$ cat src/rtl/seg7_display_reader.sv
`default_nettype none
// ============================================================================
// Module      : seg7_display_reader
// Description : Monitors a two-digit seven-segment bus, waits for it to settle,
//               decodes each digit and reports new readings over valid/ready.
//               Optional illegal-digit counter: define SEG7_READER_ERRCNT_EN.
// Revision    : 1.0 - initial release
// ============================================================================
module seg7_display_reader #(
    parameter int STABLE_CYCLES = 4
) (
    input  logic        clk,
    input  logic        rst,
    input  logic [13:0] seg_in,
    output logic        out_valid,
    input  logic        out_ready,
    output logic [3:0]  dig_hi,
    output logic [3:0]  dig_lo,
    output logic [1:0]  st_hi,
    output logic [1:0]  st_lo,
    output logic        out_ovr,
    output logic [7:0]  err_cnt
);

    localparam logic [7:0] C_CNT_LAST = 8'(STABLE_CYCLES - 1);

    typedef enum logic [0:0] {
        S_SETTLE  = 1'b0,
        S_PRESENT = 1'b1
    } state_t;

    state_t      r_state;
    logic [13:0] r_seg_q;
    logic [13:0] r_last_rep;
    logic [7:0]  r_cnt;
    logic        r_ovr_pend;
    logic        r_valid;
    logic [3:0]  r_dig_hi;
    logic [3:0]  r_dig_lo;
    logic [1:0]  r_st_hi;
    logic [1:0]  r_st_lo;
    logic        r_ovr;

    logic        w_changed;
    logic        w_capture;
    logic [5:0]  w_dec_hi;
    logic [5:0]  w_dec_lo;

    // Returns {status[1:0], value[3:0]}
    function automatic logic [5:0] decode(input logic [6:0] p);
        logic [5:0] v;
        case (p)
            7'h7E:   v = {2'b00, 4'h0};
            7'h30:   v = {2'b00, 4'h1};
            7'h6D:   v = {2'b00, 4'h2};
            7'h79:   v = {2'b00, 4'h3};
            7'h33:   v = {2'b00, 4'h4};
            7'h5B:   v = {2'b00, 4'h5};
            7'h5F:   v = {2'b00, 4'h6};
            7'h70:   v = {2'b00, 4'h7};
            7'h7F:   v = {2'b00, 4'h8};
            7'h7B:   v = {2'b00, 4'h9};
            7'h77:   v = {2'b00, 4'hA};
            7'h1F:   v = {2'b00, 4'hB};
            7'h4E:   v = {2'b00, 4'hC};
            7'h3D:   v = {2'b00, 4'hD};
            7'h4F:   v = {2'b00, 4'hE};
            7'h47:   v = {2'b00, 4'hF};
            7'h00:   v = {2'b01, 4'h0};
            7'h01:   v = {2'b10, 4'h0};
            default: v = {2'b11, 4'h0};
        endcase
        return v;
    endfunction

    assign w_changed = (seg_in != r_seg_q);
    assign w_dec_hi  = decode(r_seg_q[13:7]);
    assign w_dec_lo  = decode(r_seg_q[6:0]);
    // A settled pattern identical to the last report is never re-reported
    assign w_capture = (r_state == S_SETTLE) && !w_changed &&
                       (r_cnt == C_CNT_LAST) && (r_seg_q != r_last_rep);

    always_ff @(posedge clk) begin
        if (rst) begin
            r_state    <= S_SETTLE;
            r_seg_q    <= 14'h0000;
            r_last_rep <= 14'h0000;
            r_cnt      <= 8'd0;
            r_ovr_pend <= 1'b0;
            r_valid    <= 1'b0;
            r_dig_hi   <= 4'h0;
            r_dig_lo   <= 4'h0;
            r_st_hi    <= 2'b01;
            r_st_lo    <= 2'b01;
            r_ovr      <= 1'b0;
        end else begin
            r_seg_q <= seg_in;
            case (r_state)
                S_SETTLE: begin
                    if (w_changed) begin
                        r_cnt <= 8'd0;
                    end else if (w_capture) begin
                        r_valid    <= 1'b1;
                        r_dig_hi   <= w_dec_hi[3:0];
                        r_dig_lo   <= w_dec_lo[3:0];
                        r_st_hi    <= w_dec_hi[5:4];
                        r_st_lo    <= w_dec_lo[5:4];
                        r_ovr      <= r_ovr_pend;
                        r_ovr_pend <= 1'b0;
                        r_last_rep <= r_seg_q;
                        r_state    <= S_PRESENT;
                    end else if (r_cnt != C_CNT_LAST) begin
                        r_cnt <= r_cnt + 8'd1;
                    end
                end
                S_PRESENT: begin
                    // A change coinciding with the handshake belongs to the next reading
                    if (out_ready) begin
                        r_valid <= 1'b0;
                        r_cnt   <= 8'd0;
                        r_state <= S_SETTLE;
                    end else if (w_changed) begin
                        r_ovr_pend <= 1'b1;
                    end
                end
                default: r_state <= S_SETTLE;
            endcase
        end
    end

`ifdef SEG7_READER_ERRCNT_EN
    logic [7:0] r_err_cnt;
    logic [1:0] w_ill_num;
    logic [8:0] w_err_sum;

    assign w_ill_num = {1'b0, (w_dec_hi[5:4] == 2'b11)} + {1'b0, (w_dec_lo[5:4] == 2'b11)};
    assign w_err_sum = {1'b0, r_err_cnt} + {7'b0, w_ill_num};

    always_ff @(posedge clk) begin
        if (rst) begin
            r_err_cnt <= 8'h00;
        end else if (w_capture) begin
            r_err_cnt <= w_err_sum[8] ? 8'hFF : w_err_sum[7:0];
        end
    end

    assign err_cnt = r_err_cnt;
`else
    assign err_cnt = 8'h00;
`endif

    assign out_valid = r_valid;
    assign dig_hi    = r_dig_hi;
    assign dig_lo    = r_dig_lo;
    assign st_hi     = r_st_hi;
    assign st_lo     = r_st_lo;
    assign out_ovr   = r_ovr;

endmodule
`default_nettype wire

$ cat config.mk
export PLATFORM = sky130hd
export DESIGN_NAME = seg7_display_reader
export DESIGN_NICKNAME = d
export VERILOG_FILES = /design/src/rtl/seg7_display_reader.sv
export SDC_FILE = /design/constraint.sdc
export NUM_CORES = 1
export LEC_CHECK = 0
export ABC_AREA = 1
export BUFFER_PORTS_ARGS = -buffer_cell sky130_fd_sc_hd__buf_2
export CELL_PAD_IN_SITES_DETAIL_PLACEMENT = 2
export CELL_PAD_IN_SITES_GLOBAL_PLACEMENT = 2
export CORE_ASPECT_RATIO = 0.8
export CORE_MARGIN = 4
export CORE_UTILIZATION = 31
export DETAILED_ROUTE_END_ITERATION = 10
export GPL_TIMING_DRIVEN = 0
export HOLD_SLACK_MARGIN = 0.1
export PLACE_DENSITY_LB_ADDON = 0.3
export SKIP_LAST_GASP = 1
export SLEW_MARGIN = 25
export SYNTH_ARGS = -nofsm -noshare
export SYNTH_HDL_FRONTEND = slang
export SYNTH_SLANG_ARGS = --single-unit
export TNS_END_PERCENT = 50
$ cat constraint.sdc
create_clock -name clk -period 4.8 [get_ports clk]
set_input_delay 0 -clock clk [delete_from_list [all_inputs] [get_ports clk]]
set_output_delay 0 -clock clk [all_outputs]
set_load 0.005 [all_outputs]
==> flow_metrics.env <==
export IMPL_status="completed"
export IMPL_core_area_um2=9730
export IMPL_drt_iter0_markers=83
export IMPL_synth_edf_count=0
export IMPL_finalNonFillerCells=710
export IMPL_crit_slowest_cell="dfxtp_1"
export IMPL_initial_utilization_pct=32.1
export IMPL_grt_max_degree=18
export IMPL_ant_nets=0
export IMPL_max_cap_violations=0
export IMPL_antenna_found_initial=0
export IMPL_dr_max_layer_used="met4"
export IMPL_ir_drop_mv=0.130
export IMPL_h_tree_depth=2
export IMPL_fin_nets=591
export IMPL_finalSetupViolCount=0
export IMPL_insertedDiodeCount=0
export IMPL_first_pass_iters=4
export IMPL_netlist_instances=513
export IMPL_clock_latency_ps=300
export IMPL_area_delta_synth_final_pct=21.3
export IMPL_met2WireLength_um=5270
export IMPL_hold_start="dig_lo[3]"
export IMPL_numCtsBuffers=5
export IMPL_layout_drive_gt1_share_pct=13.1
export IMPL_routedWlPerCell_um=15.1
export IMPL_die_x_um=120
export IMPL_ys_warnings_count=0
export IMPL_cp_arrival_ps=2320
export IMPL_critPathTopFamily="simple AND/OR/NAND/NOR gates"
export IMPL_max_freq_mhz=465
export IMPL_routed_wl_um=10700
export IMPL_worst_pin_slew_ps=621
export IMPL_max_stage_delay_ps=480
export IMPL_rows=32
export IMPL_synth_area_leader_cell="dfxtp_1"
export IMPL_rsz0062_at_grt="false"
export IMPL_ys_seq_elements=52
export IMPL_finalCritPeriodShare_pct=44.8
export IMPL_cp_buffers_inverters=2
export IMPL_ys_flop_type="dfxtp_1"
export IMPL_synth_top_cells_by_count="165 x nand2_1, 108 x nor2_1, 52 x dfxtp_1"
export IMPL_min_path_type="reg2reg"
export IMPL_wl_met1_um=5100
export IMPL_worstPathRequired_ps=4960
export IMPL_pre_cts_slack_ps=2670
export IMPL_clkTransAtPathRegs_ps=80
export IMPL_clkSinkCount=52
export IMPL_dp_final_hpwl_um=8280
export IMPL_relSlewSlack_pct=58.6
export IMPL_vias=3324
export IMPL_syn_area_um2=3120
export IMPL_detail_route_drc_violations=0
export IMPL_ios=39
export IMPL_met3_length_um=314
export IMPL_cts_tree="yes"
export IMPL_final_max_slew_viol_count=0
export IMPL_critPathCaptureType="register"
export IMPL_fp_dieH_um=97.7
export IMPL_synth_most_common_cell="nand2_1"
export IMPL_grt_pass1_vias=3646
export IMPL_routabilityCongestion=0.844
export IMPL_critPathMaxFanout=10
export IMPL_fin_tns_setup_ps=0
export IMPL_ys_seq_area_share_pct=33.4
export IMPL_p_per_area_nw_per_um2=252
export IMPL_power_w=0.000952
export IMPL_crit_type="reg2reg"
export IMPL_fin_crit_ps=2150
export IMPL_final_hold_violation_count=0
export IMPL_design_die_area_um2=11700
export IMPL_ys_async_sr_fraction_pct=0
export IMPL_startpoint="r_seg_q[13]"
export IMPL_grt_util_all_layers_pct=18.9
export IMPL_cts_buffer_depth=2
export IMPL_leakage_nw=1.90
export IMPL_placed_cells=686
export IMPL_post_drt_via_cell_ratio=4.68
export IMPL_postSynthAreaPerCell_um2=6.08
export IMPL_portBuffers=30
export IMPL_critPathMostFrequentCell="nand2_1"
export IMPL_start_kind="register"
export IMPL_timing_rr_start="r_seg_q[13]"
export IMPL_fin_ws_ps=2650
export IMPL_synth_top_area_share_pct=33.4
export IMPL_synth_distinct_cells=30
export IMPL_grt_overflow=0
export IMPL_cp_cell_sequence="inv_2 > nand2_1 > nand2_1 > nor2_1 > nand2_1 > nor2_4 > nand4_4 > nor2_4 > buf_6 > nand2_1 > nand2_1 > nor2_1"
export IMPL_clock_skew_final_ps=7.95
export IMPL_root_buffer="clkbuf_16"
export IMPL_synth_area_leaders="dfxtp_1 33%, nand2_1 20%, nor2_1 13%, nand3_1 6.7%, inv_1 5.1%"
export IMPL_grt_pass1_wl_um=18100
## worst register-to-register path: stages, from the launching register on
cell	delay, ps
dfxtp_1	480
inv_2	130
nand2_1	80
nand2_1	40
nor2_1	200
nand2_1	160
nor2_4	180
nand4_4	180
nor2_4	220
buf_6	180
nand2_1	60
nand2_1	70
nor2_1	50
## stage by stage
stage                     utilization (%)  hold slack, ps  instance area (um^2)
final                                38.9             452                  3780
after global routing                 38.9             494                  3780
after CTS                            38.9             460                  3780
after detailed placement             35.6             241                  3470
after global placement               35.6             226                  3470
after floorplan                         -             107                  3150
## power breakdown
| group | internal, W | leakage (nW) | switching, W |
|---|---|---|---|
| combinational | 0.0000418 | 1.39 | 0.0000702 |
| clock | 0.000212 | 0.0779 | 0.000182 |
| sequential | 0.000437 | 0.423 | 0.00000829 |
## registers in the layout (all words and copies together) (netlist names), 2 cells and up
register	flops
r_last_rep	14
r_seg_q	14
r_cnt	8
dig_hi	4
dig_lo	4
st_hi	2
st_lo	2
## cells in the final DEF (no fill, tap or decap), types with 3 or more instances in the layout
master / instances
xor2_1: 17
nand4_1: 3
buf_4: 10
clkbuf_16: 5
nor3_1: 11
nand3_1: 42
clkbuf_1: 4
buf_2: 34
dfxtp_1: 52
dlygate4sd3_1: 16
o21ai_0: 8
buf_6: 4
inv_2: 12
nand2_1: 165
conb_1: 8
nor2_1: 108
a21oi_1: 10
nor2_4: 3
inv_1: 42
## layout make-up
cell class                 instances  area [um^2]
buffer                            24          163
clock buffer                       6          139
clock inverter                     2         17.5
fill                            1237         5950
inverter                          55          206
multi-input combinational        389         1740
sequential                        52         1040
tap                              136          170
timing repair buffer              46          310
## final timing paths
check                                  to  slack [ps]  cells past startpoint
worst max-delay path            dig_lo[1]        2650                     12
worst min-delay path            dig_lo[3]         450                      2
worst max register to register  dig_lo[1]        2650                     12
worst min register to register  dig_lo[3]         450                      2
## metal layers
layer	vias up	track usage (%)
met5	-	0
met1	1621	25.0
met4	0	2.46
met2	35	33.5
met3	4	2.72
li1	1664	-
## kinds of logic after synthesis
group	synth area share [%]
buffers and inverters	11.8
AOI/OAI and AO/OA	3.29
adders and majority gates	0.401
DFF	33.4
and+or+nand+nor	45.7
other	0.120
xor gates and xnor gates	5.33
## timing repair
item                                   in CTS  in global routing
hold buffers                               16                  0
buffers inserted                            0                  0
gates resized for setup                     0                  0
endpoints found under the hold margin      20                  0
setup endpoints to repair                   0                  0
Note: power is estimated with default switching activity, not from simulation.
